## config.mk

```make
export PLATFORM = sky130hd
export DESIGN_NAME = cpu_controller
export DESIGN_NICKNAME = d
export VERILOG_FILES = /design/src/rtl/cpu_pkg.sv /design/src/rtl/step_counter.sv /design/src/rtl/cpu_controller.sv
export SDC_FILE = /design/constraint.sdc
export NUM_CORES = 1
export LEC_CHECK = 0
export ABC_AREA = 1
export CELL_PAD_IN_SITES_DETAIL_PLACEMENT = 0
export CELL_PAD_IN_SITES_GLOBAL_PLACEMENT = 1
export CORE_AREA = 2 2 43 61
export CTS_BUF_LIST = sky130_fd_sc_hd__clkbuf_8
export DETAILED_ROUTE_END_ITERATION = 10
export DIE_AREA = 0 0 45 63
export PLACE_DENSITY = 0.86
export SLEW_MARGIN = 20
export SYNTH_ARGS = -nofsm -noshare
export SYNTH_HDL_FRONTEND = slang
export SYNTH_SLANG_ARGS = --single-unit
```

## constraint.sdc

```tcl
create_clock -name CLK -period 1.7 [get_ports CLK]
set_input_delay 0.34 -clock CLK [delete_from_list [all_inputs] [get_ports CLK]]
set_output_delay 0.34 -clock CLK [all_outputs]
set_load 0.05 [all_outputs]
```

## src/rtl/cpu_pkg.sv

```systemverilog
// Shared types, widths and instruction-field helpers for the bus-processor control unit.
// Instruction word: [9:6] opcode, [5:4] RX, [3:2] RY, [1:0] unused.
package cpu_pkg;

    localparam int DATA_W = 10;
    localparam int OP_W   = 4;
    localparam int REG_AW = 2;

    typedef enum logic [OP_W-1:0] {
        OP_LOAD = 4'd0,
        OP_COPY = 4'd1,
        OP_ADD  = 4'd2,
        OP_SUB  = 4'd3,
        OP_INV  = 4'd4,
        OP_NOP  = 4'd5
    } opcode_t;

    typedef enum logic [1:0] {
        ALU_ADD  = 2'd0,
        ALU_SUB  = 2'd1,
        ALU_INV  = 2'd2,
        ALU_RSVD = 2'd3
    } alu_op_t;

    function automatic logic [OP_W-1:0] ir_op(input logic [DATA_W-1:0] w);
        return w[DATA_W-1 -: OP_W];
    endfunction

    function automatic logic [REG_AW-1:0] ir_rx(input logic [DATA_W-1:0] w);
        return w[5:4];
    endfunction

    function automatic logic [REG_AW-1:0] ir_ry(input logic [DATA_W-1:0] w);
        return w[3:2];
    endfunction

endpackage

```

## src/rtl/step_counter.sv

```systemverilog
// Timestep counter: async reset, synchronous clear on the final step, count enable.
// Latency: count updates on the clock edge; no backpressure.
module step_counter (
    input  logic       clk,
    input  logic       rst,
    input  logic       clr,
    input  logic       en,
    output logic [1:0] cnt
);

    always_ff @(posedge clk or posedge rst) begin
        if (rst) begin
            cnt <= 2'd0;
        end else if (clr) begin
            cnt <= 2'd0;
        end else if (en) begin
            cnt <= cnt + 2'd1;
        end
    end

endmodule

```

## src/rtl/cpu_controller.sv

```systemverilog
// Multi-cycle control unit: latches an instruction in T0, decodes (TIME, IR) into bus/ALU enables.
// Latency: 1 cycle from accepted EXEC to first execute step; outputs combinational from state.
// Backpressure: none; EXEC is only honoured in T0. Optional ERR output under CTRL_ERR_EN.
module cpu_controller
    import cpu_pkg::*;
(
    input  logic              CLK,
    input  logic              RST,
    input  logic              EXEC,
    input  logic [DATA_W-1:0] INSTR,
    output logic              IR_LD,
    output logic              EXT_OUT,
    output logic              ROUT_EN,
    output logic [REG_AW-1:0] RSEL_OUT,
    output logic              RIN_EN,
    output logic [REG_AW-1:0] RSEL_IN,
    output logic              A_LD,
    output logic              G_LD,
    output logic              G_OUT,
    output logic [1:0]        ALU_OP,
    output logic [1:0]        TIME,
`ifdef CTRL_ERR_EN
    output logic              ERR,
`endif
    output logic              DONE
);

    logic [DATA_W-1:0] ir;
    logic [1:0]        t;
    logic              accept;
    logic              unused_bits;

    assign accept      = (t == 2'd0) && EXEC;
    assign TIME        = t;
    assign unused_bits = ^ir[1:0];

    always_ff @(posedge CLK or posedge RST) begin
        if (RST) begin
            ir <= '0;
        end else if (accept) begin
            ir <= INSTR;
        end
    end

    step_counter u_step (
        .clk (CLK),
        .rst (RST),
        .clr (DONE),
        .en  (accept || (t != 2'd0)),
        .cnt (t)
    );

    always_comb begin
        IR_LD    = 1'b0;
        EXT_OUT  = 1'b0;
        ROUT_EN  = 1'b0;
        RSEL_OUT = '0;
        RIN_EN   = 1'b0;
        RSEL_IN  = '0;
        A_LD     = 1'b0;
        G_LD     = 1'b0;
        G_OUT    = 1'b0;
        ALU_OP   = ALU_ADD;
        DONE     = 1'b0;
        case (t)
            2'd0: IR_LD = EXEC && !RST;
            2'd1: begin
                case (ir_op(ir))
                    OP_LOAD: begin
                        EXT_OUT = 1'b1;
                        RIN_EN  = 1'b1;
                        RSEL_IN = ir_rx(ir);
                        DONE    = 1'b1;
                    end
                    OP_COPY: begin
                        ROUT_EN  = 1'b1;
                        RSEL_OUT = ir_ry(ir);
                        RIN_EN   = 1'b1;
                        RSEL_IN  = ir_rx(ir);
                        DONE     = 1'b1;
                    end
                    OP_ADD, OP_SUB, OP_INV: begin
                        ROUT_EN  = 1'b1;
                        RSEL_OUT = ir_rx(ir);
                        A_LD     = 1'b1;
                    end
                    default: DONE = 1'b1;
                endcase
            end
            2'd2: begin
                case (ir_op(ir))
                    OP_ADD, OP_SUB: begin
                        ROUT_EN  = 1'b1;
                        RSEL_OUT = ir_ry(ir);
                        ALU_OP   = (ir_op(ir) == OP_SUB) ? ALU_SUB : ALU_ADD;
                        G_LD     = 1'b1;
                    end
                    OP_INV: begin
                        ALU_OP = ALU_INV;
                        G_LD   = 1'b1;
                    end
                    default: DONE = 1'b1;
                endcase
            end
            default: begin
                // Only ALU ops reach T3; anything else just returns to T0.
                DONE = 1'b1;
                if (ir_op(ir) == OP_ADD || ir_op(ir) == OP_SUB || ir_op(ir) == OP_INV) begin
                    G_OUT   = 1'b1;
                    RIN_EN  = 1'b1;
                    RSEL_IN = ir_rx(ir);
                end
            end
        endcase
    end

`ifdef CTRL_ERR_EN
    logic err_q;
    logic undef_t1;

    assign undef_t1 = (t == 2'd1) && (ir_op(ir) > OP_NOP);

    always_ff @(posedge CLK or posedge RST) begin
        if (RST) begin
            err_q <= 1'b0;
        end else if (accept) begin
            err_q <= 1'b0;
        end else if (undef_t1) begin
            err_q <= 1'b1;
        end
    end

    assign ERR = err_q || undef_t1;
`endif

endmodule

```

==> run_results.csv, run 1 <==
group,metric,value,unit
critical_path,worst-path-stages,5,
critical_path,cp_max_fo,4,
routing,drt_wl_total,2210,um
synth,async_flop_share,100,%
synth,synthTopCellsByCount,"inv_1, nor2_1, dfrtp_1",
global_route,track_usage,16.0,%
critical_path,critPathBufInv,3,
routing,drcViolationCount,0,
place,place.gp.congestion,0.778,
place,dpl.cell_count,134,
floorplan,dieArea,2840,um2
finish,num-nets-final,149,
routing,vias,723,
clocking,clkSlewWorstSetupHoldPaths,0.05,ns
power_and_ir_drop,vdd_drop_max,0.916,mV
power_and_ir_drop,power.switching,1.17,mW
clocking,clk_path_buf_depth,2,
critical_path,worst-r2r-cell-count,7,
synth,synth_top_cell_area_share,37.9,%
critical_path,cp.required,1.36,ns
timing,setup_viol,11,
timing,relSlewSlack,72.5,%
synth,synth-seq-area-share,37.9,%
critical_path,reg2reg_from,"u_step.cnt[0]$_DFFE_PP0P_",
critical_path,path_cells,"inv_4 -> ha_4 -> clkinvlp_4 -> a21oi_4 -> buf_12",
synth,ys.flop_type,"dfrtp_1",
clocking,cts_tree,"built",
place,portBuffers,26,
synth,syn-cell-area,661,um2
timing,finalCriticalPeriod,1.90,ns
clocking,insertion_delay,0.24,ns
critical_path,cp-endpoint,"RSEL_OUT[0]",
clocking,cts-buffers-inserted,3,
critical_path,r2r_slack,0.19,ns
routing,wl_per_cell,14.4,um
clocking,cts_sinks,10,
floorplan,pin_count,29,
status,failed_checks,"negative setup slack",
timing,fin_crit_sh,112,%
finish,fin_util,66.1,%
critical_path,slowest_stage,"dfrtp_2",
critical_path,start_kind,"flip-flop",
timing,worst_pin_slew,0.412,ns
global_route,grt_overflow,0,
timing,slew_violations,0,
power_and_ir_drop,internal_power,1.36,mW
synth,syn_nets,96,
critical_path,crit_arrival,1.56,ns
finish,final_cells,154,
clocking,hold_buffers,0,
critical_path,reg2reg_to,"u_step.cnt[1]$_DFFE_PP0P_",
synth,ys_types,18,
power_and_ir_drop,p_leak,0.665,nW
floorplan,die-width,45,um
run,drv_cap,0,
critical_path,critPathTopFamily,"flip-flops",
global_route,grt_pass1_wl,3330,um
timing,finalHoldViolCount,0,
floorplan,start_util,28.6,%
synth,syn_inst,79,
status,status,"finished with violations",
critical_path,cp_slowest_stage_delay,0.46,ns
clocking,h-tree-depth,1,
power_and_ir_drop,switching_share,46.3,%
global_route,antenna_found_initial,0,
critical_path,critPathKind,"reg -> out",
place,hpwl,1400,um
synth,ys_ff_latch,10,
timing,worst_slack,-0.199,ns
synth,yosys.cell_count.top_type,"inv_1",
critical_path,worstSetupEndpointType,"output pin",
global_route,grt_max_degree,11,
floorplan,rows,21,
power_and_ir_drop,clkPwrFrac,10.6,%
power_and_ir_drop,combPwrFrac,70.3,%
synth,yosys-top-cells-area,"dfrtp_1, ha_1, inv_1, mux2_2, nor2_1",
timing,fin_skew,0.00259,ns
timing,timing.hold.ws,0.477,ns
synth,yosys_warnings,0,
place,preCtsSetupSlack,-0.0239,ns
routing,drt_iter0_drc,7,
synth,synth_edf_count,0,
global_route,grt_pass1_vias,751,
floorplan,fp.dieH,63,um
timing,timing.fmax,527,MHz
finish,fill_cells,163,
finish,diodes,0,
finish,syn_to_final_growth,131,%
routing,firstDrtPassIters,3,
finish,drive_gt1_share,66.4,%
power_and_ir_drop,p_per_area,1660,nW/um2
critical_path,critPathLaunch,"u_step.cnt[0]$_DFFE_PP0P_",
routing,detail-route-antenna-nets,0,
power_and_ir_drop,seq_power_share,19.2,%
timing,rsz0062_at_grt,"true",
min_path,hp-class,"in -> async",
synth,yosysTopAreaCell,"dfrtp_1",
routing,vias_per_cell,4.69,
synth,avgSynthCellArea,8.36,um2
clocking,root_buffer,"clkbuf_8",
floorplan,core_area,2310,um2
timing,setup_tns,-1.35,ns
-- timing repair --
item	in CTS	in global routing
setup buffers	7	9
setup endpoints to repair	13	13
pin swaps	11	9
resized for setup	23	16
-- area by class of cell --
cell class | count | area, um2 | area share [%]
Timing Repair Buffer | 49 | 594 | 38.9
Sequential cell | 10 | 254 | 16.6
Multi-Input combinational cell | 54 | 541 | 35.4
Tap cell | 23 | 28.8 | 1.88
Clock inverter | 1 | 3.75 | 0.245
Clock buffer | 3 | 41.3 | 2.70
Inverter | 14 | 66.3 | 4.34
-- worst min-delay path by stage --
stage,endpoint,startpoint,slack [ns]
6_report,ir[6]$_DFFE_PP0P_,RST,0.48
4_1_cts,ir[6]$_DFFE_PP0P_,RST,0.49
3_5_place_dp,ir[3]$_DFFE_PP0P_,ir[3]$_DFFE_PP0P_,0.49
5_1_grt,ir[6]$_DFFE_PP0P_,RST,0.53
3_3_place_gp,ir[3]$_DFFE_PP0P_,ir[3]$_DFFE_PP0P_,0.49
2_1_floorplan,ir[2]$_DFFE_PP0P_,RST,0.18
-- power groups by stage --
stage,Clock [mW],Sequential [mW],Combinational [mW]
floorplan,0,0.505,0.784
global placement,0,0.460,1.28
detailed placement,0,0.469,1.30
CTS,0.268,0.482,1.53
global route,0.280,0.505,1.88
finish,0.268,0.486,1.78
-- through the flow --
step / area, um2 / total power [mW]
CTS: 1390 / 2.28
detailed placement: 1210 / 1.77
global placement: 1210 / 1.74
finish: 1530 / 2.53
global route: 1530 / 2.66
floorplan: 742 / 1.29
-- flip-flops by register name (all words and copies together) (netlist names) --
signal,count
u_step.cnt,2
ir,8
-- placed cells by master (no fill, tap or decap), drive strengths merged --
cell,n
buf,39
xor2,1
inv,14
o21ai,2
nand3,8
mux2,4
nor2,15
and3,1
a21oi,8
clkbuf,3
nand2,11
clkinvlp,1
clkdlybuf4s50,10
dfrtp,10
ha,4
-- cell families after synthesis --
family	count (synthesis)	share of synthesized area, %
compound gates	10	7.58
xor+xnor	1	1.33
simple gates	35	29.2
flops	10	37.9
mux	4	6.82
buf+inv	15	9.66
fa+ha+maj	4	7.58
-- per-layer routing --
metal / global-route usage, % / wire length (um) / up-vias
li1: - / - / 355
met1: 18.5 / 848 / 344
met2: 27.3 / 1230 / 20
met3: 2.89 / 94 / 4
met4: 6.99 / 34 / 0
met5: 0 / 0 / -
(Power assumes the default switching activity.)
==> inputs of run 2 (changes only) <==
--- a/config.mk
+++ b/config.mk
@@ -12,6 +12,7 @@
 export CTS_BUF_LIST = sky130_fd_sc_hd__clkbuf_8
 export DETAILED_ROUTE_END_ITERATION = 10
 export DIE_AREA = 0 0 45 63
+export HOLD_SLACK_MARGIN = 0.12
 export PLACE_DENSITY = 0.86
 export SLEW_MARGIN = 20
 export SYNTH_ARGS = -nofsm -noshare
==> results of run 2 <==
No change in the layout: final DEF, timing and power equal those of run 1.
==> inputs of run 3 (changes only) <==
--- a/config.mk
+++ b/config.mk
@@ -5,15 +5,14 @@
 export SDC_FILE = /design/constraint.sdc
 export NUM_CORES = 1
 export LEC_CHECK = 0
-export ABC_AREA = 1
 export CELL_PAD_IN_SITES_DETAIL_PLACEMENT = 0
 export CELL_PAD_IN_SITES_GLOBAL_PLACEMENT = 1
-export CORE_AREA = 2 2 43 61
+export CORE_AREA = 2 2 51 53
 export CTS_BUF_LIST = sky130_fd_sc_hd__clkbuf_8
 export DETAILED_ROUTE_END_ITERATION = 10
-export DIE_AREA = 0 0 45 63
+export DIE_AREA = 0 0 53 55
 export HOLD_SLACK_MARGIN = 0.12
-export PLACE_DENSITY = 0.86
+export PLACE_DENSITY = 0.84
 export SLEW_MARGIN = 20
 export SYNTH_ARGS = -nofsm -noshare
 export SYNTH_HDL_FRONTEND = slang
==> constraint.sdc (replaced) <==
create_clock -name CLK -period 1.8 [get_ports CLK]
set_input_delay 0.36 -clock CLK [delete_from_list [all_inputs] [get_ports CLK]]
set_output_delay 0.36 -clock CLK [all_outputs]
set_load 0.05 [all_outputs]
==> run 3 against run 2 <==
The run still ends with negative setup slack left. Setup slack worse by 0.29 ns. Critical path depth rose by 2. Combinational power increased by 24%. Final area is 4.3% higher. First-iteration DRC count is 57% lower. Wire length decreased by 0.18%. Count of clock-buffer cells in the layout did not move. Total power grew 14%. Clock skew grew 0.0074 ns.
==> run_results.csv, run 3 <==
group,metric,value,unit
status,status,"finished with violations",
status,failed_checks,"negative setup slack",
power_and_ir_drop,vdd_drop_max,1.28,mV
place,hpwl,1630,um
timing,timing.fmax,436,MHz
finish,fin_area,1600,um2
finish,diodes,0,
synth,yosys_warnings,0,
finish,top_regs,"ir: 8 flops, u_step.cnt: 2 flops",
timing,relSlewSlack,73.8,%
critical_path,worstSetupEndpointType,"output pin",
clocking,cts_tree,"built",
clocking,clk_path_buf_depth,2,
timing,finalHoldViolCount,0,
floorplan,die-width,53,um
power_and_ir_drop,seq_power_share,15.5,%
min_path,hp-class,"in -> async",
place,portBuffers,26,
finish,final_cells,154,
finish,fin_util,67.5,%
routing,vias_per_cell,4.81,
clocking,root_buffer,"clkbuf_8",
finish,num-nets-final,142,
finish,regMostFlops,"ir",
synth,synthTopCellsByCount,"dfrtp_1, inv_1, mux2_2",
clocking,clkSlewWorstSetupHoldPaths,0.05,ns
critical_path,cp.required,1.44,ns
floorplan,start_util,29.2,%
synth,syn_nets,89,
power_and_ir_drop,power.switching,1.30,mW
clocking,insertion_delay,0.24,ns
timing,setup_viol,13,
clocking,cts-buffers-inserted,3,
timing,worst_pin_slew,0.393,ns
timing,fin_crit_sh,127,%
routing,vias,741,
synth,synth_edf_count,0,
routing,drcViolationCount,0,
timing,slew_violations,0,
power_and_ir_drop,p_per_area,1800,nW/um2
global_route,grt_max_degree,11,
synth,async_flop_share,100,%
place,postPlaceCellArea,1380,um2
critical_path,cp_max_fo,4,
floorplan,pin_count,29,
power_and_ir_drop,switching_share,45.1,%
synth,synth-seq-area-share,36.2,%
finish,syn_to_final_growth,131,%
global_route,grt_pass1_vias,830,
timing,fin_skew,0.0100,ns
global_route,grt_overflow,0,
global_route,antenna_found_initial,0,
synth,ys_ff_latch,10,
floorplan,rows,18,
power_and_ir_drop,clkPwrFrac,8.0,%
floorplan,fp.dieH,55,um
clocking,hold_buffers,0,
finish,drive_gt1_share,66.9,%
floorplan,dieArea,2920,um2
place,place.gp.congestion,0.829,
critical_path,start_kind,"flip-flop",
finish,final_cell_mix,"buf_4, buf_12, clkdlybuf4s50_1",
power_and_ir_drop,combPwrFrac,76.5,%
place,preCtsSetupSlack,-0.281,ns
timing,rsz0062_at_grt,"true",
synth,syn-cell-area,691,um2
global_route,grt_pass1_wl,3470,um
synth,synth_top_cell_area_share,36.2,%
power_and_ir_drop,internal_power,1.58,mW
timing,finalCriticalPeriod,2.29,ns
power_and_ir_drop,p_leak,0.648,nW
timing,worst_slack,-0.493,ns
finish,final_common_cell,"buf_4",
routing,drt_iter0_drc,3,
synth,ys.flop_type,"dfrtp_1",
routing,detail-route-antenna-nets,0,
critical_path,crit_arrival,1.93,ns
finish,largest_register_ffs,8,
clocking,h-tree-depth,1,
routing,drt_wl_total,2210,um
routing,firstDrtPassIters,3,
synth,avgSynthCellArea,9.59,um2
synth,syn_inst,72,
floorplan,core_area,2360,um2
critical_path,critPathKind,"reg -> out",
run,drv_cap,0,
synth,ys_types,25,
synth,yosysTopAreaCell,"dfrtp_1",
synth,yosys.cell_count.top_type,"dfrtp_1",
clocking,cts_sinks,10,
place,dpl.cell_count,143,
routing,wl_per_cell,14.3,um
global_route,track_usage,16.4,%
synth,yosys-top-cells-area,"dfrtp_1, mux2_2, ha_1, a211oi_1, inv_1",
run 3: area by class of cell:
cell class | instances | area, um2
fill | 177 | 769
multi-input combinational | 51 | 631
timing repair buffer | 51 | 594
sequential | 10 | 255
clock buffer | 3 | 41.3
tap | 30 | 37.5
inverter | 8 | 32.5
clock inverter | 1 | 3.75
run 3: cell families after synthesis:
logic type                 after synthesis  share of synthesized area (%)
AOI/OAI and AO/OA                       19                           20.1
DFF                                     10                           36.2
muxes                                   10                           15.9
adders and majority gates                4                           7.25
and+or+nand+nor                         18                           14.3
buffers and inverters                   11                           6.16
run 3: path summary, 6_finish.rpt:
kind,from,endpoint,slack (ns),cells after the start
max,u_step.cnt[1]$_DFFE_PP0P_,RSEL_OUT[0],-0.49,7
min in group CLK,ir[3]$_DFFE_PP0P_,ir[3]$_DFFE_PP0P_,0.51,1
min reg2reg,ir[3]$_DFFE_PP0P_,ir[3]$_DFFE_PP0P_,0.51,1
min,RST,ir[2]$_DFFE_PP0P_,0.50,2
max in group asynchronous,RST,u_step.cnt[0]$_DFFE_PP0P_,0.99,2
max reg2reg,u_step.cnt[0]$_DFFE_PP0P_,u_step.cnt[0]$_DFFE_PP0P_,0.22,6
run 3: critical path, stage by stage, from the launching register on:
cell,delay [ns]
dfrtp_2,0.44
inv_2,0.09
ha_4,0.13
buf_6,0.09
nand3b_1,0.20
a2111oi_4,0.40
o21a_2,0.21
buf_12,0.13
run 3: per-layer routing:
| layer | track usage (%) | vias to the layer above | part of all wire [%] |
|---|---|---|---|
| li1 | - | 361 | - |
| met1 | 17.2 | 355 | 36 |
| met2 | 32.3 | 21 | 59 |
| met3 | 2.42 | 4 | 3.6 |
| met4 | 7.26 | 0 | 1.2 |
| met5 | 0 | - | 0 |
run 3: per-stage QoR:
| stage | hold slack (ns) | setup TNS (ns) | power [mW] |
|---|---|---|---|
| final | 0.495 | -4.08 | 2.88 |
| after global routing | 0.521 | -4.91 | 3.04 |
| after floorplan | 0.200 | -1.95 | 1.54 |
| after CTS | 0.507 | -4.42 | 2.64 |
| after detailed placement | 0.495 | -1.68 | 2.27 |
| after global placement | 0.492 | -1.37 | 2.21 |
run 3: power by group through the flow:
| stage | sequential (mW) | clock [mW] | combinational, mW |
|---|---|---|---|
| after floorplan | 0.518 | 0 | 1.02 |
| after global placement | 0.435 | 0 | 1.77 |
| after detailed placement | 0.447 | 0 | 1.82 |
| after CTS | 0.447 | 0.238 | 1.95 |
| after global routing | 0.464 | 0.248 | 2.33 |
| final | 0.446 | 0.230 | 2.20 |
run 3: timing repair:
item	4_1_cts	5_1_grt
setup endpoints to repair	13	13
buffers inserted	1	6
resized for setup	11	14
pin swaps	5	9
